<file path="src/rtl/audio_pkg.sv">
// rtl/audio_pkg.sv - shared state type and default parameters for the DAC transmitter
package audio_pkg;

    typedef enum logic [1:0] {
        IDLE      = 2'd0,
        INIT_WAIT = 2'd1,
        RUN       = 2'd2
    } dac_state_e;

    localparam int DEF_SAMPLE_W    = 16;
    localparam int DEF_BCLK_HALF   = 2;
    localparam int DEF_INIT_CYCLES = 1000;

endpackage

</file>
<file path="src/rtl/audio_bclk_gen.sv">
// rtl/audio_bclk_gen.sv - bit clock divider with a strobe marking the cycle BCLK falls
module audio_bclk_gen
    import audio_pkg::*;
#(
    parameter int BCLK_HALF = DEF_BCLK_HALF
) (
    input  logic Clk,
    input  logic Reset,
    input  logic enable_i,
    output logic bclk_o,
    output logic fall_evt_o
);

    localparam int DW = (BCLK_HALF > 1) ? $clog2(BCLK_HALF) : 1;

    logic [DW-1:0] div_cnt_q;
    logic          bclk_q;
    logic          wrap;

    assign wrap = (div_cnt_q == DW'(BCLK_HALF - 1));

    always_ff @(posedge Clk) begin
        if (Reset || !enable_i) begin
            div_cnt_q <= '0;
            bclk_q    <= 1'b0;
        end else if (wrap) begin
            div_cnt_q <= '0;
            bclk_q    <= ~bclk_q;
        end else begin
            div_cnt_q <= div_cnt_q + 1'b1;
        end
    end

    // Combinational so the top can update its outputs on the very edge BCLK falls.
    assign fall_evt_o = enable_i && wrap && bclk_q;
    assign bclk_o     = bclk_q;

endmodule

</file>
<file path="src/rtl/audio_dac_tx.sv">
// rtl/audio_dac_tx.sv - codec init handshake and I2S stereo serializer for the WM8731 DAC
module audio_dac_tx
    import audio_pkg::*;
#(
    parameter int SAMPLE_W    = DEF_SAMPLE_W,
    parameter int BCLK_HALF   = DEF_BCLK_HALF,
    parameter int INIT_CYCLES = DEF_INIT_CYCLES
) (
    input  logic                Clk,
    input  logic                Reset,
    input  logic                INIT,
    input  logic [SAMPLE_W-1:0] sample_l,
    input  logic [SAMPLE_W-1:0] sample_r,
    input  logic                mute,
    output logic                INIT_FINISH,
    output logic                data_over,
    output logic                AUD_BCLK,
    output logic                AUD_DACLRCK,
    output logic                AUD_DACDAT
);

    localparam int FW = 2 * SAMPLE_W;
    localparam int BW = $clog2(FW);
    localparam int IW = $clog2(INIT_CYCLES + 1);
    localparam logic [BW-1:0] LAST_SLOT = BW'(FW - 1);

    dac_state_e      state_q, state_d;
    logic [IW-1:0]   init_cnt_q, init_cnt_d;

    logic [BW-1:0]   bit_cnt_q, bit_cnt_d;
    logic [BW-1:0]   bit_nxt;
    logic [FW-1:0]   shift_q, shift_d;
    logic            prev_lsb_q, prev_lsb_d;
    logic            dat_q, dat_d;
    logic            lrck_q, lrck_d;
    logic            dov_q, dov_d;
    logic            fall_evt;

    always_ff @(posedge Clk) begin
        if (Reset) begin
            state_q    <= IDLE;
            init_cnt_q <= '0;
        end else begin
            state_q    <= state_d;
            init_cnt_q <= init_cnt_d;
        end
    end

    always_comb begin
        state_d    = state_q;
        init_cnt_d = init_cnt_q;
        case (state_q)
            IDLE: begin
                if (INIT) begin
                    state_d    = INIT_WAIT;
                    init_cnt_d = '0;
                end
            end
            INIT_WAIT: begin
                if (init_cnt_q == IW'(INIT_CYCLES - 1)) begin
                    state_d = RUN;
                end else begin
                    init_cnt_d = init_cnt_q + 1'b1;
                end
            end
            RUN:     state_d = RUN;
            default: state_d = IDLE;
        endcase
    end

    audio_bclk_gen #(
        .BCLK_HALF (BCLK_HALF)
    ) u_bclk_gen (
        .Clk        (Clk),
        .Reset      (Reset),
        .enable_i   (state_q == RUN),
        .bclk_o     (AUD_BCLK),
        .fall_evt_o (fall_evt)
    );

    assign bit_nxt = (bit_cnt_q == LAST_SLOT) ? '0 : bit_cnt_q + 1'b1;

    // The frame is held as {L, R} and shifted MSB-first; slot 0 replays the previous R LSB.
    always_comb begin
        bit_cnt_d  = bit_cnt_q;
        shift_d    = shift_q;
        prev_lsb_d = prev_lsb_q;
        dat_d      = dat_q;
        lrck_d     = lrck_q;
        dov_d      = 1'b0;
        if (fall_evt) begin
            bit_cnt_d = bit_nxt;
            lrck_d    = (bit_nxt >= BW'(SAMPLE_W));
            if (bit_nxt == '0) begin
                shift_d = mute ? '0 : {sample_l, sample_r};
                dov_d   = 1'b1;
                dat_d   = prev_lsb_q;
            end else begin
                dat_d   = shift_q[FW-1];
                shift_d = {shift_q[FW-2:0], 1'b0};
            end
            if (bit_nxt == LAST_SLOT) begin
                prev_lsb_d = shift_q[FW-2];
            end
        end
    end

    always_ff @(posedge Clk) begin
        if (Reset) begin
            bit_cnt_q  <= LAST_SLOT;
            shift_q    <= '0;
            prev_lsb_q <= 1'b0;
            dat_q      <= 1'b0;
            lrck_q     <= 1'b1;
            dov_q      <= 1'b0;
        end else begin
            bit_cnt_q  <= bit_cnt_d;
            shift_q    <= shift_d;
            prev_lsb_q <= prev_lsb_d;
            dat_q      <= dat_d;
            lrck_q     <= lrck_d;
            dov_q      <= dov_d;
        end
    end

    assign INIT_FINISH = (state_q == RUN);
    assign data_over   = dov_q;
    assign AUD_DACLRCK = lrck_q;
    assign AUD_DACDAT  = dat_q;

endmodule

</file>
<file path="config.mk">
export PLATFORM = sky130hd
export DESIGN_NAME = audio_dac_tx
export DESIGN_NICKNAME = d
export VERILOG_FILES = /design/src/rtl/audio_pkg.sv /design/src/rtl/audio_bclk_gen.sv /design/src/rtl/audio_dac_tx.sv
export SDC_FILE = /design/constraint.sdc
export NUM_CORES = 1
export LEC_CHECK = 0
export ABC_AREA = 1
export BUFFER_PORTS_ARGS = -buffer_cell sky130_fd_sc_hd__buf_2
export CORE_AREA = 2 2 75 113
export CTS_CLUSTER_SIZE = 16
export DETAILED_ROUTE_END_ITERATION = 8
export DIE_AREA = 0 0 77 115
export PLACE_DENSITY = 0.61
export SLEW_MARGIN = 30
export SYNTH_ARGS = -nofsm -noshare
export SYNTH_HDL_FRONTEND = slang
export SYNTH_SLANG_ARGS = --single-unit
</file>
<file path="constraint.sdc">
create_clock -name Clk -period 2 [get_ports Clk]
set_input_delay 0.5 -clock Clk [delete_from_list [all_inputs] [get_ports Clk]]
set_output_delay 0.5 -clock Clk [all_outputs]
set_load 0.01 [all_outputs]
</file>
==> impl_results.md <==
* Clock buffer depth at 2
* Post-Syn Instances at about 500
* Row count at 40
* #FFs+latches synth at between 50 and 60
* CTS tree: built
* Worst r2r path cells at 12
* First-pass GRT wire length at roughly 12000 um
* Area delta synth->final at 16.7%
* Post-Syn Area at approximately 3200 um2
* Dpl ws at 0.123 ns
* Sequential element share of the synthesized area at around 34%
* Total routed wirelength at just under 7000 um
* Setup TNS at 0 ns
* Vias/cell at between 4 and 5
* CP arrival at roughly 2.1 ns
* Filler cells at 883
* Combinational power share at between 20% and 30%
* Int Pwr at around 1.7 mW
* Final Max Slew Viols at 0
* Final period util at 92.1%
* Core Area at between 7000 and 8000 um2
* Top FF cell, synth: dfxtp_1
* Post-synth EDFFs at 0
* RSZ-0062 raised after global routing: no
* Yosys cell types at 28
* CP Class: reg -> reg
* Hold Buf Count CTS at 0
* Most common cell in the synthesized netlist: nand2_1
* Switch Pwr at 770 uW
* Minimum clock period after layout at around 1.8 ns
* Power density cells at 677 nW/um2
* Synth area leaders: dfxtp_1 (34%), nand2_1 (13%), nand3_1 (12%)
* Synth warnings at 0
* Root buffer cell: clkbuf_16
* Slew HR at about three fifths
* Final Hold Viols at 0
* Min-Delay Path Class: reg -> reg
* Die Width at between 70 and 80 um
* Pleak at between 1.5 and 2 nW
* Post-synth ARST share at 0%
* Via count at 3000
* Clock share of power at between 30 and 40%
* ANT cells at 0
* All-Layer GR Usage at between 10% and 20%
* Crit. End Element: register
* Fmax at between 500 and 600 MHz
* Clock Latency Late Sink at slightly below 0.3 ns
* Sw Share at around 30%
* DRC marker count from the first detailed-route iteration at between 100 and 150
* Worst Path Max Fanout at 33
* Largest area contributor in the netlist: dfxtp_1
* Syn Nets at between 500 and 600
* HP Start: u_bclk_gen.div_cnt_q
* Total gr overflow at 0
* Data required, critical path at 2.24 ns
* Max_cap viols at 0
* Pin count of the biggest net entering global routing at 39
* GPL Wtd Cong at approximately 0.78
* Post-DP HPWL at between 4000 and 5000 um
* Status: finished clean
* Critical Path Source Type: register
* Synth top area share at between 30% and 40%
* Flop2flop setup slack at approximately 0.16 ns
* Initial antenna violation count at 0
* Hold depth at 1
* Reg-to-Reg End: shift_q[30]
* Hold EP: u_bclk_gen.div_cnt_q
* Worst Skew at around 0.0050 ns
* VDD IR max at 0.390 mV
* H-Tree Depth at 2
* Setup-failing EPs final at 0
* Layout cells sized above 1 at 14.4%
* Die ar. at roughly 9000 um2
* Final core occ at between 40% and 50%
* Worst slew pin tran at ~0.6 ns
* Starting density of the core at ~40%
* Drt wl/cell at approximately 11 um
* Mean Syn Cell Area at between 6 and 7 um2
* CTS buffer count at 5
* Antenna-violating nets left at 0
* Non-filler cells, final at 631
* Die H at around 120 um
* PortBufs at 40
* DRC at 0
* I/O pin cnt at 41
* Clock transition at path regs at about 0.070 ns
* Vias in the first global route at around 2800
* Nets@finish at between 500 and 600
* Reg2reg start: bit_cnt_q[0]
* Post-synth top cells: nand2_1 (114), inv_1 (82), nand3_1 (77)
* DRT Pass-1 Iters at 5
* Sequential power share at a little under half
* CTS sink cnt at 54
* Final WS setup at around 0.16 ns
* Placed cell count at around 620
-- final cells by class --
type                            count  area (um2)  share of cell area (%)
Multi-Input combinational cell    331        1690                    45.5
Sequential cell                    54        1090                    29.3
Timing Repair Buffer               49         348                    9.39
Inverter                           85         319                    8.61
Tap cell                          105         131                    3.54
Clock buffer                        6         129                    3.48
Clock inverter                      1        7.51                   0.203
-- cell usage in the layout (no fill, tap or decap) --
| cell | n |
|---|---|
| xor2_1 | 1 |
| clkinvlp_4 | 1 |
| buf_4 | 3 |
| nand2_4 | 3 |
| ha_2 | 1 |
| nor3_1 | 3 |
| o211ai_1 | 1 |
| inv_2 | 4 |
| o21ai_0 | 6 |
| nand3_1 | 77 |
| dfxtp_4 | 1 |
| nor4_1 | 1 |
| nor2_2 | 2 |
| nor2_1 | 60 |
| clkbuf_16 | 6 |
| nand4_1 | 2 |
| nand2_8 | 1 |
| buf_2 | 40 |
| o21a_1 | 32 |
| nand2_2 | 4 |
| nand2_1 | 111 |
| nor2_8 | 1 |
| inv_1 | 81 |
| a21oi_2 | 1 |
| xnor2_1 | 1 |
| a31oi_1 | 1 |
| ha_1 | 6 |
| dfxtp_1 | 52 |
| dfxtp_2 | 1 |
| clkbuf_1 | 1 |
| nor2_4 | 1 |
| a21oi_1 | 12 |
| nor3b_1 | 1 |
| a211o_1 | 1 |
| ha_4 | 1 |
| buf_12 | 5 |
-- sequential cells by signal, summed over array words and instances (netlist names) --
signal,cells
AUD_DACDAT,1
bit_cnt_q,5
data_over,1
init_cnt_q,10
prev_lsb_q,1
shift_q,32
state_q,2
u_bclk_gen.bclk_o,1
u_bclk_gen.div_cnt_q,1
-- power groups by stage --
stage | combinational, mW | sequential, mW | clock, mW
3_5_place_dp | 0.533 | 1.17 | 0
2_1_floorplan | 0.392 | 1.16 | 0
5_1_grt | 0.614 | 1.15 | 0.903
3_3_place_gp | 0.528 | 1.17 | 0
6_report | 0.530 | 1.14 | 0.841
4_1_cts | 0.535 | 1.14 | 0.866
-- critical path: stages (launching register included) --
cell and delay (ns):
dfxtp_4 0.37, ha_4 0.16, nand2_2 0.07, nor2_2 0.11, ha_2 0.27, inv_2 0.07
nand2_4 0.06, nor2_8 0.13, buf_12 0.21, nand3_1 0.10, nand3_1 0.12, nand2_1 0.06
inv_1 0.04
-- worst max-delay path by stage --
stage	from	end	slack, ns	depth (start not counted)
2_1_floorplan	bit_cnt_q[1]	shift_q[31]	0.22	13
3_3_place_gp	bit_cnt_q[0]	shift_q[7]	0.15	13
3_5_place_dp	bit_cnt_q[0]	shift_q[7]	0.12	13
4_1_cts	bit_cnt_q[0]	shift_q[7]	0.11	13
5_1_grt	bit_cnt_q[0]	shift_q[20]	0.02	14
6_report	bit_cnt_q[0]	shift_q[30]	0.16	12
-- metrics by stage --
step | power (mW) | cell area [um2] | hold WS [ns]
final | 2.51 | 3710 | 0.459
after CTS | 2.54 | 3640 | 0.460
after global placement | 1.69 | 3500 | 0.428
after global routing | 2.66 | 3710 | 0.489
after floorplan | 1.55 | 3180 | 0.422
after detailed placement | 1.70 | 3500 | 0.450
-- kinds of logic (layout without fill, tap and decap cells) --
group,Yosys count,in the layout,share of synthesized area [%]
xor gates and xnor gates,2,2,0.552
DFF,54,54,34.0
and+or+nand+nor,267,267,36.8
AOI/OAI and AO/OA,54,54,11.4
buffers and inverters,110,141,14.1
adders and majority gates,8,8,3.15
-- layer usage --
layer  wire length (um)  track usage [%]  vias to the layer above
met5                  0                0                        -
met4                125             6.43                        0
met3                192             2.90                        8
met2               3410             29.6                       45
met1               3050             18.7                     1345
li1                   -                -                     1602
-- repair_timing --
action                                  4_1_cts  5_1_grt
resized for setup                             0       13
endpoints found under the setup margin        0       34
buffers inserted                              0        0
endpoints found under the hold margin         0        0
No activity file was read; power rests on OpenSTA's default activity.
